### src/rtl/axi_s_fifo.sv
// rtl/axi_s_fifo.sv - parametrised AXI-Stream FIFO with tlast, fill level and packet count
//
// Buffers beats from an AXI-Stream slave port to an AXI-Stream master port.
// Each entry holds {tlast, tdata}. Read side is first-word-fall-through.
//
// Optional build macro: AXI_S_FIFO_PKT_MODE_EN
//   defined   : store-and-forward; m_tvalid = !empty & ((pkt_count != 0) | full)
//   undefined : plain FIFO;        m_tvalid = !empty
//
// Parameters:
//   DATA_W  tdata width (>= 1)
//   DEPTH   storage entries, power of two, >= 2
//   ADDR_W  derived pointer index width
//
// Ports:
//   clk        rising-edge clock
//   areset     asynchronous active-low reset
//   s_tvalid   upstream beat valid
//   s_tready   FIFO can accept a beat (= !full)
//   s_tdata    upstream data
//   s_tlast    upstream end-of-packet
//   m_tvalid   beat available downstream
//   m_tready   downstream accepts beat
//   m_tdata    downstream data (0 when empty)
//   m_tlast    downstream end-of-packet (0 when empty)
//   count      entries stored, 0..DEPTH
//   full       count == DEPTH
//   empty      count == 0
//   pkt_count  tlast beats currently stored

`timescale 1ns/1ps

module axi_s_fifo #(
    parameter  int DATA_W = 8,
    parameter  int DEPTH  = 16,
    localparam int ADDR_W = $clog2(DEPTH)
) (
    input  logic              clk,
    input  logic              areset,
    input  logic              s_tvalid,
    output logic              s_tready,
    input  logic [DATA_W-1:0] s_tdata,
    input  logic              s_tlast,
    output logic              m_tvalid,
    input  logic              m_tready,
    output logic [DATA_W-1:0] m_tdata,
    output logic              m_tlast,
    output logic [ADDR_W:0]   count,
    output logic              full,
    output logic              empty,
    output logic [ADDR_W:0]   pkt_count
);

    localparam logic [ADDR_W:0] PTR_ONE = {{ADDR_W{1'b0}}, 1'b1};

    // Pointers carry one extra MSB so that full and empty are distinguishable
    // when the index bits are equal.
    logic [ADDR_W:0]   wr_ptr;
    logic [ADDR_W:0]   rd_ptr;
    logic [ADDR_W:0]   pkt_cnt;
    logic [ADDR_W-1:0] wr_idx;
    logic [ADDR_W-1:0] rd_idx;

    logic [DATA_W:0]   mem [DEPTH];
    logic [DATA_W:0]   rd_entry;

    logic              push;
    logic              pop;
    logic              push_last;
    logic              pop_last;

    assign wr_idx = wr_ptr[ADDR_W-1:0];
    assign rd_idx = rd_ptr[ADDR_W-1:0];

    // Status is derived only from registered pointers, so there is no
    // combinational path from any input to count/full/empty/s_tready.
    assign full      = (wr_idx == rd_idx) && (wr_ptr[ADDR_W] != rd_ptr[ADDR_W]);
    assign empty     = (wr_ptr == rd_ptr);
    assign count     = wr_ptr - rd_ptr;
    assign pkt_count = pkt_cnt;

    // Acceptance is blocked whenever full, even if a pop happens the same
    // cycle; this keeps s_tready free of any dependence on m_tready.
    assign s_tready = !full;

`ifdef AXI_S_FIFO_PKT_MODE_EN
    // Hold beats back until a complete packet is stored. The full term lets
    // packets longer than DEPTH trickle out so the FIFO cannot deadlock.
    assign m_tvalid = !empty && ((pkt_cnt != '0) || full);
`else
    assign m_tvalid = !empty;
`endif

    assign rd_entry = mem[rd_idx];
    assign m_tdata  = empty ? '0   : rd_entry[DATA_W-1:0];
    assign m_tlast  = empty ? 1'b0 : rd_entry[DATA_W];

    assign push      = s_tvalid && s_tready;
    assign pop       = m_tvalid && m_tready;
    assign push_last = push && s_tlast;
    assign pop_last  = pop && m_tlast;

    always_ff @(posedge clk or negedge areset) begin
        if (!areset) begin
            wr_ptr  <= '0;
            rd_ptr  <= '0;
            pkt_cnt <= '0;
        end else begin
            if (push) begin
                wr_ptr <= wr_ptr + PTR_ONE;
            end
            if (pop) begin
                rd_ptr <= rd_ptr + PTR_ONE;
            end
            case ({push_last, pop_last})
                2'b10:   pkt_cnt <= pkt_cnt + PTR_ONE;
                2'b01:   pkt_cnt <= pkt_cnt - PTR_ONE;
                default: pkt_cnt <= pkt_cnt;
            endcase
        end
    end

    // Storage array is deliberately not reset; stale entries are never
    // visible because the read mux is gated by empty.
    always_ff @(posedge clk) begin
        if (push) begin
            mem[wr_idx] <= {s_tlast, s_tdata};
        end
    end

endmodule

### config.mk
export PLATFORM = sky130hd
export DESIGN_NAME = axi_s_fifo
export DESIGN_NICKNAME = d
export VERILOG_FILES = /design/src/rtl/axi_s_fifo.sv
export SDC_FILE = /design/constraint.sdc
export NUM_CORES = 1
export LEC_CHECK = 0
export ABC_AREA = 1
export CELL_PAD_IN_SITES_DETAIL_PLACEMENT = 2
export CELL_PAD_IN_SITES_GLOBAL_PLACEMENT = 2
export CORE_MARGIN = 1
export CORE_UTILIZATION = 42
export DETAILED_ROUTE_END_ITERATION = 7
export PLACE_DENSITY_LB_ADDON = 0.05
export RECOVER_POWER = 50
export SLEW_MARGIN = 20
export SYNTH_ARGS = -nofsm -noshare
export SYNTH_HDL_FRONTEND = slang
export SYNTH_SLANG_ARGS = --single-unit
### constraint.sdc
create_clock -name clk -period 7.7 [get_ports clk]
set_input_delay 1.54 -clock clk [delete_from_list [all_inputs] [get_ports clk]]
set_output_delay 1.54 -clock clk [all_outputs]
set_load 0.1 [all_outputs]
Word level (Yosys, flattened, before mapping)

Memories as Yosys holds them, arrays and structs flattened.
Index checks and enable logic that the tools add are counted.

Multipliers: 0
Shifts and indexed selects: 0
Bitwise logic cells: 0
Eq/ne operators: 5
$lt $le $gt $ge: 0
Reduce and logical (&&, ||, !) cells: 8
Muxes and demuxes: 5
$add $sub $neg: 5
Divide/modulo/power cells: 0

Operators by type and width:

| kind                                                                | count |
|---|---|
| 5-bit by 1-bit adder with 5-bit output (second input constant)      | 3 |
| 5-bit one-hot mux with 2 select lines                               | 1 |
| 8-bit 2-to-1 mux                                                    | 1 |
| 5-bit == test                                                       | 1 |
| 1-bit logical AND                                                   | 5 |
| 5-bit by 1-bit subtractor with 5-bit output (second input constant) | 1 |
| 5-bit subtractor                                                    | 1 |
| 4-bit == test                                                       | 1 |
| 1-bit 2-to-1 mux                                                    | 3 |
| 2-bit by 1-bit == test with 1-bit output (second input constant)    | 1 |
| 2-bit == test (second input constant)                               | 1 |
| 1-bit zero test                                                     | 2 |
| 2-bit nonzero test                                                  | 1 |
| 1-bit inequality test                                               | 1 |

Output and inout bits: 23
Latch bits: 0
Bits in writable memories: 144
Memories: 1
Logic and storage cells: 27
Memory bits (read-only): 0
Bits in registers: 15

Memory list:

| memory | words | bits a word | read ports | clocked after memory_dff | wr ports | RTL line | text |
|---|---|---|---|---|---|---|---|
| mem    | 16    | 9           | 1          | 0                        | 1        | 64       | `logic [DATA_W:0] mem [DEPTH];` |

Logic depth before layout (Yosys ltp)

Depth in word-level cells: 7
Mapped depth: 18
Gate-level depth less buffers: 16

Worst setup path before layout

OpenSTA, ideal clock, no wires.

Path kind: register -> output
Start: register rd_ptr[1]
End: output m_tdata[0]
Stages on the path, launching flop included: 10
Arrival: 3.616 ns
Path slack: 2.544 ns
Path through: dfrtp_1 inv_1 buf_2 buf_4 ha_1 nand2_1 nor2_2 nand2_2 inv_2 a21oi_1

Cells in the longest elaborated chain, start to end: 2

Ends and longest elaborated chain:

| element                | RTL line | text |
|---|---|---|
| from (decl)            | 59       | `logic [ADDR_W:0] rd_ptr;` |
| from (signal assigned) | 113      | `rd_ptr <= rd_ptr + PTR_ONE;` |
| 5-bit == test          | 78       | `assign empty = (wr_ptr == rd_ptr);` |
| net empty              | 50       | `output logic empty,` |
| 8-bit 2-to-1 mux       | 95       | `assign m_tdata = empty ? '0 : rd_entry[DATA_W-1:0];` |
| to (decl)              | 46       | `output logic [DATA_W-1:0] m_tdata,` |

The timed path passes the listed nets, and every way through them passes these cells.

Worst setup path after layout

Start: register rd_ptr[2]
End: output empty

Cells in the longest elaborated chain, start to end: 1

Ends and longest elaborated chain:

| element       | RTL line |
|---|---|
| 5-bit == test | 78 |
| to (decl)     | 50 |

No other way between the ends.

==> run metrics <==
FILL cells 1779; largest net degree at the start of global routing 76; post-route ant nets 0; vias in the first global route 5810; Setup CP Type reg -> out; Cell variety after synth 24; WL final 21.73 mm; most frequent CP cell nand2_1; Clock Skews 0.009570 ns; fraction of layout cells with a size suffix above 1 5.290%; CP cell instances inv_1 -> ha_1 -> nand2_1 -> nor2_1 -> nand2_1 -> inv_2 -> clkdlybuf4s50_1; kind of end point of the critical path primary output; CP startpoint kind flop; most common cell in the netlist nand2_1; die area 18070 sq um; RSZ-0062 raised after global routing no; Slew headroom 24.83%; Setup Buffers After CTS 0; arrival time worst endpoint 4.09 ns; Achievable Freq 0.1777 GHz; end of the critical path empty; worst skew pair latency 0.42 ns; reg2reg start rd_ptr[2]; Seq cells post-synth 159; Fin Setup TNS 0 ns; CTS tree yes; # H-tree levels 4; Layout Area Growth over Synthesis 13.29%; CTS root buf clkbuf_16; fin crit share 73.08%; status finished, final reports clean; post-cts resize count 0; WP data required 6.16 ns; total gr overflow 0; Final Hold Fails 0; Worst Hold Launch rd_ptr[3]; r2r setup slk 3.69 ns; post-route minimum period 5.627 ns; Final Wtd Congestion 0.7425; sequential area share after synthesis 63.81%; CP max stage delay 1.19 ns; Avg Cell Area, Syn 10.10 sq um; total number of vias 5124; count of nets after finishing 790; crit path max fanout 13; first-pass detailed-route iteration total 4; Hold WC Path Type reg -> reg; Starting Density 42.73%; row count 48; Total GRT Usage 25.60%; Reg-to-Reg End pkt_count[4]; Initial DRC Count 323; cell area after synthesis 7365 sq um; R2R depth 15; share of flip-flops with an asynchronous set or reset 9.434%; worst-case clock buffer depth 2; TritonCTS sink count 159; DRC errors left 0; Critical-path top delay cell clkdlybuf4s50_1; predominant post-synthesis flop cell edfxtp_1; WL/cell 21.73 um; die width 134.4 um; Vias per Instance 5.124; DPL Wire Length 13.33 mm; Clk pin slew, worst setup/hold paths 0.07 ns; first-pass GRT wire length 33.40 mm; Mapped Cells 729; max-slew violations 0; actual transition at the worst max-transition pin 1.123 ns; post-synthesis net count 757; Yosys top cell by area edfxtp_1; number of synthesized flops with an enable pin 144; synth top area cells edfxtp_1 59%, nand2_1 14%, inv_1 5.8%, nand3_1 5.3%, dfrtp_1 5.1%; IO buf count 35; critical path launch point rd_ptr[2]; Ports 36; Synth top area share 58.72%; number of CTS-inserted buffers 17; Max-Cap Viols 0; top cells by count, synth 270 x nand2_1, 144 x edfxtp_1, 113 x inv_1; Core Area 17240 sq um; ANT cells 0; # setup viols final 0; Ys Warns 0; Post-CTS Hold Fix Bufs 0; Die H 134.4 um; initial antenna violation count 0
==> cell type report <==
type	instances	area, sq um	area share (%)
clock buffers	21	440.4	5.279
clock inverters	11	116.4	1.395
inverters	117	439.2	5.264
multi-input cells	427	1981	23.74
flip-flops and latches	159	4701	56.34
well taps	225	281.5	3.374
repair buffers	40	384.1	4.604
==> sequential cells by signal (all words and copies together) (netlist names) <==
register / count
mem: 144
wr_ptr: 5
pkt_count: 5
rd_ptr: 5
==> worst max-delay path, delay by kind of cell, from the launching register on <==
kind / cells / cell delay (ns)
buffers and inverters: 3 / 1.89
flip-flops: 1 / 0.76
AND/OR/NAND/NOR: 3 / 0.50
adder cells (fa/ha/maj): 1 / 0.49
==> layer usage <==
metal / GRT usage [%] / wire (um)
met3: 4.044 / 795
met1: 30.87 / 9050
met4: 8.677 / 303
met2: 46.40 / 11580
met5: 0 / 0
==> cell usage in the layout, fill, tap and decap left out, types with 2 or more instances in the layout <==
master and count:
o21ai_1 2, clkinvlp_4 2, xnor2_1 5, clkdlybuf4s50_1 25
fa_1 2, edfxtp_1 144, clkinv_2 4, nand3_1 78
dfrtp_1 14, bufinv_16 2, clkbuf_1 5, inv_2 2
clkinv_1 2, buf_4 4, dlygate4sd3_1 10, a21oi_1 14
nand2_2 2, nor2_1 17, clkbuf_16 17, nand2_1 273
xor2_1 12, nor2_2 4, ha_1 13, o21ai_0 3
inv_1 114
==> per-stage QoR <==
| stage | area [sq um] | instances | util, % | hold WS (ns) | setup WS [ns] |
|---|---|---|---|---|---|
| 2_1_floorplan | 7365 | 729 | - | 0.4632 | 2.544 |
| 3_3_place_gp | 7797 | 968 | 45.24 | 0.4789 | 2.660 |
| 3_5_place_dp | 7797 | 968 | 45.24 | 0.4952 | 2.615 |
| 4_1_cts | 8354 | 1000 | 48.47 | 0.5215 | 2.158 |
| 5_1_grt | 8343 | 1000 | 48.40 | 0.5584 | 1.914 |
| 6_report | 8343 | 1000 | 48.40 | 0.5251 | 2.073 |
==> worst min-delay path by stage <==
stage | endpoint | slack, ns | depth (start not counted)
6_report | rd_ptr[3] | 0.53 | 1
4_1_cts | rd_ptr[3] | 0.52 | 1
3_3_place_gp | rd_ptr[3] | 0.48 | 1
2_1_floorplan | rd_ptr[3] | 0.46 | 1
3_5_place_dp | rd_ptr[3] | 0.50 | 1
5_1_grt | rd_ptr[3] | 0.56 | 1
==> kinds of logic (layout without fill, tap and decap cells) <==
group	Yosys count	count (layout)	synth area share (%)
AND/OR/NAND/NOR	376	376	20.93
flip-flops	159	159	63.81
buffers and inverters	143	189	9.191
AO/OA/AOI/OAI	19	19	1.291
XOR/XNOR	17	17	2.022
adder cells (fa/ha/maj)	15	15	2.752
Power is not shown: default switching activity piles up to over one toggle a cycle in this logic, so the estimate is an artifact.
